<file path="src/rtl/uptime_uart_fmt_if.sv">
// Byte stream from the uptime formatter into the UART transmitter.
// The master drives data/valid; the slave answers with ready.
interface uptime_uart_fmt_if;
    logic [7:0] tx_data;
    logic       tx_valid;
    logic       tx_ready;

    modport master (output tx_data, output tx_valid, input tx_ready);
    modport slave  (input tx_data, input tx_valid, output tx_ready);
endinterface

</file>
<file path="src/rtl/uptime_uart_fmt.sv">
// Prints a snapshot of the packed BCD uptime as an ASCII line (digits MSB-first, CR, LF)
// over a valid/ready byte stream.
//
// state   | meaning
// IDLE    | waiting for start, nothing offered
// DIGIT   | offering ASCII of snapshot digit[idx]
// CR      | offering carriage return
// LF      | offering line feed, last byte of the line
module uptime_uart_fmt #(
    parameter int P_DIGITS         = 3,
    parameter int P_SUPPRESS_ZEROS = 0
) (
    input  logic                  clk,
    input  logic                  rst,
    input  logic                  start,
    input  logic [4*P_DIGITS-1:0] digits,
    uptime_uart_fmt_if.master     tx,
    output logic                  busy,
    output logic                  overrun
);
    localparam int IDX_W = (P_DIGITS > 1) ? $clog2(P_DIGITS) : 1;

    typedef enum logic [1:0] {S_IDLE, S_DIGIT, S_CR, S_LF} state_t;

    state_t                state_q, state_d;
    logic [IDX_W-1:0]      idx_q, idx_d, first_idx;
    logic [4*P_DIGITS-1:0] snap_q, snap_d;
    logic [7:0]            data_q, data_d;
    logic                  valid_q, valid_d;
    logic                  busy_q, busy_d;
    logic                  ovr_q, ovr_d;
    logic                  hs;

    function automatic logic [7:0] ascii_of(input state_t s, input logic [IDX_W-1:0] i,
                                            input logic [4*P_DIGITS-1:0] v);
        logic [3:0] d;
        d = v[4*i +: 4];
        case (s)
            S_DIGIT: ascii_of = (d > 4'd9) ? 8'h3F : (8'h30 + {4'h0, d});
            S_CR:    ascii_of = 8'h0D;
            S_LF:    ascii_of = 8'h0A;
            default: ascii_of = 8'h00;
        endcase
    endfunction

    // Starting index: highest non-zero digit when suppressing, digit 0 always printed.
    always_comb begin
        first_idx = IDX_W'(P_DIGITS - 1);
        if (P_SUPPRESS_ZEROS != 0) begin
            first_idx = '0;
            for (int i = 1; i < P_DIGITS; i++) begin
                if (digits[4*i +: 4] != 4'd0) first_idx = IDX_W'(i);
            end
        end
    end

    always_comb begin
        state_d = state_q;
        idx_d   = idx_q;
        snap_d  = snap_q;
        ovr_d   = 1'b0;
        hs      = valid_q & tx.tx_ready;
        case (state_q)
            S_IDLE: begin
                if (start) begin
                    snap_d  = digits;
                    idx_d   = first_idx;
                    state_d = S_DIGIT;
                end
            end
            S_DIGIT: begin
                if (hs) begin
                    if (idx_q == '0) state_d = S_CR;
                    else             idx_d   = idx_q - 1'b1;
                end
            end
            S_CR:    if (hs) state_d = S_LF;
            S_LF:    if (hs) state_d = S_IDLE;
            default: state_d = S_IDLE;
        endcase
        if (start && (state_q != S_IDLE)) ovr_d = 1'b1;
        // Outputs are registered, so they are derived from the next state.
        valid_d = (state_d != S_IDLE);
        busy_d  = (state_d != S_IDLE);
        data_d  = ascii_of(state_d, idx_d, snap_d);
    end

    always_ff @(posedge clk or posedge rst) begin
        if (rst) begin
            state_q <= S_IDLE;
            idx_q   <= '0;
            snap_q  <= '0;
            data_q  <= 8'h00;
            valid_q <= 1'b0;
            busy_q  <= 1'b0;
            ovr_q   <= 1'b0;
        end else begin
            state_q <= state_d;
            idx_q   <= idx_d;
            snap_q  <= snap_d;
            data_q  <= data_d;
            valid_q <= valid_d;
            busy_q  <= busy_d;
            ovr_q   <= ovr_d;
        end
    end

    assign tx.tx_data  = data_q;
    assign tx.tx_valid = valid_q;
    assign busy        = busy_q;
    assign overrun     = ovr_q;
endmodule
</file>
<file path="src/flat_wrapper.sv">
// flat-port wrapper written by rule: the top's interface ports become plain ports
module uptime_uart_fmt_flat 
#(
    parameter int P_DIGITS         = 3,
    parameter int P_SUPPRESS_ZEROS = 0
)
  (clk, rst, start, digits, busy, overrun, tx_tx_data, tx_tx_valid, tx_tx_ready);
  uptime_uart_fmt_if tx_i ();
  input  logic clk;
  input  logic rst;
  input  logic start;
  input  logic [4*P_DIGITS-1:0] digits;
  output logic busy;
  output logic overrun;
  output wire logic [$bits(tx_i.tx_data)-1:0] tx_tx_data;
  output wire logic [$bits(tx_i.tx_valid)-1:0] tx_tx_valid;
  input wire logic [$bits(tx_i.tx_ready)-1:0] tx_tx_ready;
  assign tx_tx_data = tx_i.tx_data;
  assign tx_tx_valid = tx_i.tx_valid;
  assign tx_i.tx_ready = tx_tx_ready;
  uptime_uart_fmt #(.P_DIGITS(P_DIGITS), .P_SUPPRESS_ZEROS(P_SUPPRESS_ZEROS)) u_core (.clk(clk), .rst(rst), .start(start), .digits(digits), .tx(tx_i), .busy(busy), .overrun(overrun));
endmodule
</file>
<file path="config.mk">
export PLATFORM = sky130hd
export DESIGN_NAME = uptime_uart_fmt_flat
export DESIGN_NICKNAME = d
export VERILOG_FILES = /design/src/rtl/uptime_uart_fmt_if.sv /design/src/rtl/uptime_uart_fmt.sv /design/src/flat_wrapper.sv
export SDC_FILE = /design/constraint.sdc
export NUM_CORES = 1
export LEC_CHECK = 0
export CAP_MARGIN = 5
export CORE_MARGIN = 2
export CORE_UTILIZATION = 52
export DETAILED_ROUTE_END_ITERATION = 16
export HOLD_SLACK_MARGIN = 0.15
export PLACE_DENSITY_LB_ADDON = 0.05
export SETUP_SLACK_MARGIN = 0.2
export SLEW_MARGIN = 20
export SYNTH_ARGS = -nofsm -noshare
export SYNTH_HDL_FRONTEND = slang
export SYNTH_SLANG_ARGS = --single-unit
</file>
<file path="constraint.sdc">
create_clock -name clk -period 4.85 [get_ports clk]
set_input_delay 1.2125 -clock clk [delete_from_list [all_inputs] [get_ports clk]]
set_output_delay 1.2125 -clock clk [all_outputs]
set_load 0.005 [all_outputs]
</file>
=== Word-level counts from Yosys, hierarchy flattened ===
Cells that the tools add are included.

* Word-level logic and storage cells: 37
* Bits of input ports: 16
* Output and inout port bits: 11
* Bits in registers: 26

* Add/subtract/negate cells: 2
* Shifts and indexed selects: 1
* Muxes and demuxes: 15
* $lt $le $gt $ge: 1
* Reductions and logical operators: 5
* Eq/ne operators: 6
* Bitwise operators: 1

{| class="wikitable"
|+ Operator list
! cell !! number
|-
| $mux 12 || 2
|-
| $pmux 8 s3 || 1
|-
| $mux 2 || 8
|-
| $shiftx 12x5->4 || 1
|-
| $eq 2x2->1 const B || 4
|-
| $mux 8 || 1
|-
| $pmux 2 s4 || 1
|-
| $add 6x4->7 const A || 1
|-
| $eq 2x1->1 const B || 2
|-
| $gt 4x4->1 const B || 1
|-
| $logic_not 2->1 || 2
|-
| $pmux 2 s2 || 1
|-
| $reduce_bool 2->1 || 2
|-
| $sub 2x1->2 const B || 1
|-
| $and 1x1->1 || 1
|-
| $logic_and 1x1->1 || 1
|-
| $mux 1 || 1
|}

=== Longest topological paths before layout ===
Gate-level depths: netlist of the first run.

* Depth after elaboration: 8
* Gate-level depth with buffers: 9
* Depth with buffers taken out: 8

=== Least setup slack after synthesis of the first run ===
OpenSTA, ideal clock, no wires.

* Path kind: input -> register
* From: input port start
* To: register u_core.data_q[1], in the netlist u_core.tx.tx_data[1]
* Required time: 4717 ps
* Buffers on the path: 1
* Data arrival time: 2426 ps
* Slack: 2291 ps
* Setup time: 133 ps
* Stages: 7
* Cell sequence: nor3b_4 buf_6 mux2_4 mux2i_1 o22ai_1 a211oi_1 nor2_1

* Word-level cells in the longest chain between the ends: 6
* Elaborated cells on any way between the ends: 14
* Classes of those cells: 1 x add/sub; 1 x order compare; 3 x eq/ne; 1 x shift; 8 x mux

{| class="wikitable"
|+ RTL lines
! item !! RTL line !! source
|-
| start, declared || flat_wrapper.sv:11 || <nowiki>input logic start;</nowiki>
|-
| $mux 12 * || uptime_uart_fmt.sv:65 || <nowiki>if (start) begin</nowiki>
|-
| $mux 12 * || uptime_uart_fmt.sv:63 || <nowiki>case (state_q)</nowiki>
|-
| net u_core.snap_d[5] || uptime_uart_fmt.sv:27 || <nowiki>logic [4*P_DIGITS-1:0] snap_q, snap_d;</nowiki>
|-
| $shiftx 12x5->4 * || uptime_uart_fmt.sv:37 || <nowiki>d = v[4*i +: 4];</nowiki>
|-
| $add 6x4->7 or $gt 4x4->1 (tied branches) || uptime_uart_fmt.sv:39 || <nowiki>S_DIGIT: ascii_of = (d > 4'd9) ? 8'h3F : (8'h30 + {4'h0, d});</nowiki>
|-
| $mux 8 * || uptime_uart_fmt.sv:39 ||
|-
| $pmux 8 s3 * || uptime_uart_fmt.sv:38 || <nowiki>case (s)</nowiki>
|-
| net u_core.data_d[1] || uptime_uart_fmt.sv:28 || <nowiki>logic [7:0] data_q, data_d;</nowiki>
|-
| end signal, assigned || uptime_uart_fmt.sv:101 || <nowiki>data_q <= data_d;</nowiki>
|-
| end, declared || uptime_uart_fmt.sv:28 ||
|}

The timed path passes the listed nets; every way through them passes the cells marked *.

=== Final worst setup path of the first run ===
Same ends and word-level chain as after synthesis.

==> flow_summary_export.csv, run 1 <==
group,metric,value,unit
clocking,cts.path.max_buffers,2,
place,post-dp-hpwl,1.386,mm
sta,slew_violations,0,
pwr,pwr-share-comb,51.8,%
sta,skew,0.009369,ns
sta,max-slew-margin-rel,43.70,%
synthesis,yosysTopAreaCell,"dfrtp_1",
routing,ant_nets,0,
critical_path,crit_buf_inv,1,
global_routing,gr-total-overflow,0,
global_routing,track_usage,16.66,%
floorplan,rows,16,
floorplan,pin_count,27,
clocking,path_clk_slew,0.12,ns
critical_path,crit_family,"simple AND/OR/NAND/NOR gates",
synthesis,yosysTopAreaCellShare,50.77,%
cells_and_area,final_cell_mix,"24 x clkdlybuf4s50_1, 23 x dfrtp_1, 8 x nor2_1, 8 x nand2_1, 6 x mux2i_1",
job,cap_violations,0,
routing,vias,727,
clocking,clock-root-buffer,"clkbuf_4",
synthesis,ys_ff_latch,23,
synthesis,synth_warnings,0,
critical_path,crit_type,"in -> reg",
pwr,ir_worst_vdd,348.5,uV
cells_and_area,nets,133,
pwr,seqPwrFrac,38.5,%
synthesis,synthTopCellsByArea,"dfrtp_1 51%, mux2_4 6.6%, mux2i_1 5.3%, buf_6 4.0%, mux2_2 4.0%",
place,placed_cells,139,
critical_path,crit_arrival,3.32,ns
sta,finalCritPeriodShare,64.62,%
critical_path,crit_path_max_incr_delay,0.66,ns
sta,worstMarginPinSlew,0.8436,ns
pwr,power-per-cell-area,639.0,nW/um^2
critical_path,slowest_stage,"nor3b_4",
place,place_worst_setup_slack,1.371,ns
clocking,cts_hold_buffers,0,
synthesis,yosysSeqAreaShare,50.77,%
critical_path,cp_max_fo,12,
routing,wl,1.858,mm
sta,rsz0062_at_grt,"false",
sta,hold_violations,0,
global_routing,grt_start_max_net_pins,24,
floorplan,die_h,50.69,um
floorplan,core,2002,um^2
routing,dr.pass1.iters,2,
clocking,cts_buffers,3,
floorplan,start_util,56.62,%
clocking,htreeDepth,1,
hold_path,hp-class,"reg -> reg",
cells_and_area,area_growth,20.20,%
cells_and_area,final_common_cell,"clkdlybuf4s50_1",
place,portBuffers,24,
sta,setup_ws,1.716,ns
pwr,p_int,0.0005491,W
clocking,postCtsSetupBuffers,0,
global_routing,grt_pass1_wl,3.187,mm
routing,post-route-drc-count,0,
critical_path,cp.required,5.04,ns
routing,first_iter_violations,1,
cells_and_area,drive_gt1_share,18.10,%
sta,min_period,3.134,ns
synthesis,synth.distinct_cells,32,
global_routing,grt_pass1_vias,710,
routing,wl_per_cell,12.99,um
clocking,post_cts_resized,0,
status,status,"finished clean",
pwr,clkPwrFrac,9.7,%
floorplan,die_area,2569,um^2
clocking,cts.sinks,23,
place,place.gp.congestion,0.7763,
synthesis,syn_inst,95,
sta,setup_violations,0,
sta,tns,0,ns
pwr,leakagePower,0.5874,nW
synthesis,syn_avg_cell_area,11.93,um^2
global_routing,antenna_found_initial,0,
critical_path,path_cells,"clkdlybuf4s50_1 -> nor3b_4 -> mux2_4 -> mux2i_1 -> o22ai_1 -> a211oi_1 -> nor2_1",
floorplan,dieWidth,50.69,um
pwr,p_sw,0.0003216,W
routing,vias_per_cell,5.084,
cells_and_area,antennaDiodeCount,0,
synthesis,synth_area,1134,um^2
critical_path,crit_path_start_kind,"input pin",
clocking,worstSkewPairLatency,0.30,ns
pwr,power,0.0008707,W
cells_and_area,final_cells,143,
pwr,p_sw_share,36.93,%
critical_path,worstSetupEndpointType,"flop",
clocking,cts_tree,"built",
sta,clock.fmax,319.1,MHz
==> cells in the mapped netlist <==
library cell / number
nor4_1: 1
nand2b_1: 3
a211o_2: 1
dfrtp_1: 23
o21a_1: 1
nand4_1: 1
mux2i_1: 6
nand2_1: 8
nor2_1: 8
conb_1: 1
buf_6: 4
o22ai_2: 1
nor3b_4: 1
o22ai_1: 2
mux2_2: 4
o211ai_4: 1
o211ai_1: 1
or3b_1: 1
a2bb2oi_1: 1
o21ai_2: 2
a21oi_2: 1
inv_2: 2
o21ai_0: 1
a21oi_1: 2
nand3_1: 1
mux2_1: 1
buf_4: 4
mux2_4: 5
a211oi_1: 1
inv_1: 4
and2_0: 1
nor2b_1: 1
==> layout make-up <==
class	instances	area, um^2
Inverter	6	22.52
Fill cell	168	639.4
Tap cell	27	33.78
Multi-Input combinational cell	59	464.2
Timing Repair Buffer	24	240.2
Clock buffer	4	26.28
Sequential cell	23	575.6
==> routing by layer <==
layer	wire length (um)	vias to the layer above	global-route usage [%]
met3	75	2	3.571
met1	923	347	23.68
met5	0	-	0
li1	-	360	-
met2	854	18	26.10
met4	5	0	4.054
==> logic make-up after synthesis <==
| family | count (synthesis) | share of synthesized area (%) |
|---|---|---|
| compound gates | 15 | 11.37 |
| buf+inv | 14 | 8.609 |
| flops | 23 | 50.77 |
| mux | 16 | 16.89 |
| other cells | 1 | 0.3308 |
| simple gates | 26 | 12.03 |
==> worst paths after layout <==
path	start	endpoint	slack [ns]	depth (start not counted)
max reg2reg	u_core.state_q[1]	u_core.tx.tx_data[1]	2.59	6
max	start	u_core.tx.tx_data[1]	1.72	7
max in group asynchronous	rst	u_core.snap_q[2]	2.96	2
min in group asynchronous	rst	u_core.tx.tx_data[4]	1.36	2
min reg2reg	u_core.snap_q[7]	u_core.snap_q[7]	0.49	2
min	u_core.snap_q[7]	u_core.snap_q[7]	0.49	2
==> power groups by stage <==
stage / Combinational, W / Sequential, W / Clock (W)
after floorplan: 0.000362 / 0.000320 / 0
after global placement: 0.000448 / 0.000335 / 0
after detailed placement: 0.000450 / 0.000341 / 0
after CTS: 0.000455 / 0.000336 / 0.0000882
after global routing: 0.000499 / 0.000348 / 0.0000976
final: 0.000451 / 0.000335 / 0.0000846
==> tightest hold or removal path, stage by stage (launching register included) <==
cell	delay [ns]
dfrtp_1	0.34
mux2i_1	0.07
inv_2	0.06
==> state kept, by name (all words and copies together), names as in the netlist <==
signal,cells
u_core.overrun,1
u_core.state_q,2
u_core.snap_q,12
u_core.tx.tx_data,5
u_core.idx_q,2
u_core.tx.tx_valid,1
==> metrics by stage <==
stage	hold slack (ns)	util (%)	instance area, um^2
detailed placement	0.4644	66.75	1336
finish	0.4870	68.06	1363
global route	0.5217	68.06	1363
CTS	0.4930	68.06	1363
global placement	0.4550	66.75	1336
floorplan	0.4468	-	1137
Note: power is estimated with default switching activity, not from simulation.
==> run 2, diff against run 1 <==
Settings changed: CORE_UTILIZATION 52 to 48.
Clock period 4.85 ns to 3.25 ns, I/O delays scaled along.
==> flow_summary_export.csv, run 2 (synthesized netlist as in run 1, its figures left out) <==
group,metric,value,unit
status,status,"finished clean",
routing,first_iter_violations,4,
critical_path,cp_max_fo,9,
pwr,seqPwrFrac,38.2,%
cells_and_area,multi_input_area,464.2,um^2
routing,post-route-drc-count,0,
cells_and_area,n_fill_cell,178,
routing,wl,1.960,mm
sta,max-slew-margin-rel,44.97,%
sta,skew,0.004638,ns
cells_and_area,drive_gt1_share,19.66,%
routing,vias_per_cell,5.152,
critical_path,crit_arrival,2.72,ns
cells_and_area,largest_register_ffs,12,
job,cap_violations,0,
cells_and_area,antennaDiodeCount,0,
pwr,p_int,0.0008209,W
clocking,cts.path.max_buffers,2,
pwr,clkPwrFrac,10.1,%
routing,ant_nets,0,
clocking,cts_hold_buffers,0,
clocking,postCtsSetupBuffers,0,
critical_path,crit_cells,8,
clocking,path_clk_slew,0.12,ns
sta,hold_violations,0,
critical_path,reg2reg_slack,1.25,ns
cells_and_area,stdcell_area,1373,um^2
critical_path,crit_buf_inv,1,
place,post-dp-hpwl,1.474,mm
pwr,p_sw_share,37.68,%
cells_and_area,fin_util,62.05,%
critical_path,endpoint,"u_core.tx.tx_data[1]",
global_routing,grt_pass1_vias,722,
critical_path,cp.required,3.46,ns
clocking,htreeDepth,1,
critical_path,r2r-start,"u_core.state_q[1]",
clocking,worstSkewPairLatency,0.32,ns
critical_path,r2r-end,"u_core.tx.tx_data[1]",
clocking,cts_tree,"built",
pwr,ir_worst_vdd,506.5,uV
global_routing,grt_pass1_wl,3.194,mm
floorplan,pin_count,27,
cells_and_area,top_register,"u_core.snap_q",
hold_path,hp-class,"reg -> reg",
sta,tns,0,ns
critical_path,crit_type,"in -> reg",
pwr,leakagePower,0.5954,nW
place,place.gp.congestion,0.6758,
routing,vias,747,
critical_path,cp-startpoint,"tx_tx_ready",
floorplan,die_h,52.60,um
clocking,post_cts_resized,0,
clocking,cts.sinks,23,
sta,worstMarginPinSlew,0.8245,ns
clocking,clock-root-buffer,"clkbuf_4",
sta,clock.fmax,397.7,MHz
routing,wl_per_cell,13.52,um
critical_path,path_cells,"clkdlybuf4s50_1 -> and2_0 -> nand4_1 -> o211ai_4 -> mux2i_1 -> o22ai_2 -> a211oi_1 -> nor2_1",
place,portBuffers,24,
cells_and_area,nets,134,
clocking,cts_buffers,3,
critical_path,crit_family,"compound AO/OA/AOI/OAI gates",
floorplan,rows,17,
sta,slew_violations,0,
global_routing,gr-total-overflow,0,
critical_path,crit_path_max_incr_delay,0.45,ns
cells_and_area,final_common_cell,"clkdlybuf4s50_1",
floorplan,start_util,51.24,%
sta,min_period,2.515,ns
critical_path,crit_path_start_kind,"input pin",
pwr,p_sw,0.0004964,W
place,placed_area,1345,um^2
sta,setup_violations,0,
pwr,power-per-cell-area,959.7,nW/um^2
cells_and_area,final_cell_mix,"24 x clkdlybuf4s50_1, 23 x dfrtp_1, 8 x nor2_1, 8 x nand2_1, 6 x mux2i_1",
sta,rsz0062_at_grt,"false",
routing,dr.pass1.iters,4,
floorplan,die_area,2766,um^2
global_routing,track_usage,16.48,%
global_routing,grt_start_max_net_pins,24,
sta,hold-worst-slack,0.5003,ns
floorplan,core,2212,um^2
floorplan,dieWidth,52.60,um
critical_path,rr_worst_depth,8,
critical_path,slowest_stage,"clkdlybuf4s50_1",
global_routing,antenna_found_initial,0,
pwr,pwr-share-comb,51.7,%
sta,finalCritPeriodShare,77.38,%
critical_path,worstSetupEndpointType,"flop",
cells_and_area,area_growth,21.08,%
cells_and_area,final-seq-area,575.6,um^2
## run 2: changes by cell type in the layout (fill, tap and decap cells not counted)
cell      delta
clkbuf_1     -1
buf_4        +1
clkinv_2     +1
## run 2: area by class of cell
class,instances,share of cell area (%)
clock inverters,1,0.3646
inverters,6,1.641
well taps,28,2.552
clock buffers,3,1.641
repair buffers,25,18.05
multi-input cells,59,33.82
flip-flops and latches,23,41.93
## run 2: layer usage
layer / vias to the layer above / share of wire (%) / global-route usage [%]
met5: - / 0 / 0
met4: 0 / 2.6 / 10.26
met3: 5 / 3.7 / 2.571
met2: 17 / 50 / 27.71
met1: 363 / 44 / 19.52
li1: 362 / - / -
## run 2: worst min-delay path, cell delays in order (launching register included)
cell and delay, ns:
dfrtp_1 0.35, mux2i_1 0.07, inv_2 0.06
## run 2: power groups by stage
| stage | sequential (W) | combinational [W] | clock, W |
|---|---|---|---|
| floorplan | 0.000477 | 0.000541 | 0 |
| global placement | 0.000501 | 0.000675 | 0 |
| detailed placement | 0.000509 | 0.000684 | 0 |
| CTS | 0.000504 | 0.000689 | 0.000137 |
| global route | 0.000518 | 0.000758 | 0.000155 |
| finish | 0.000503 | 0.000681 | 0.000133 |
## run 2: metrics by stage
stage	total power, W	setup WS [ns]	instances
after detailed placement	0.001193	0.3817	141
after global routing	0.001431	0.6596	145
after global placement	0.001175	0.4162	141
after floorplan	0.001018	1.091	96
after CTS	0.001330	0.7132	145
final	0.001317	0.7353	145
## run 2: worst min path at each step
stage / start / end / cells past startpoint
2_1_floorplan: u_core.snap_q[3] / u_core.snap_q[3] / 2
3_3_place_gp: u_core.snap_q[7] / u_core.snap_q[7] / 2
3_5_place_dp: u_core.snap_q[3] / u_core.snap_q[3] / 2
4_1_cts: u_core.snap_q[7] / u_core.snap_q[7] / 2
5_1_grt: u_core.snap_q[1] / u_core.snap_q[1] / 1
6_report: u_core.snap_q[7] / u_core.snap_q[7] / 2
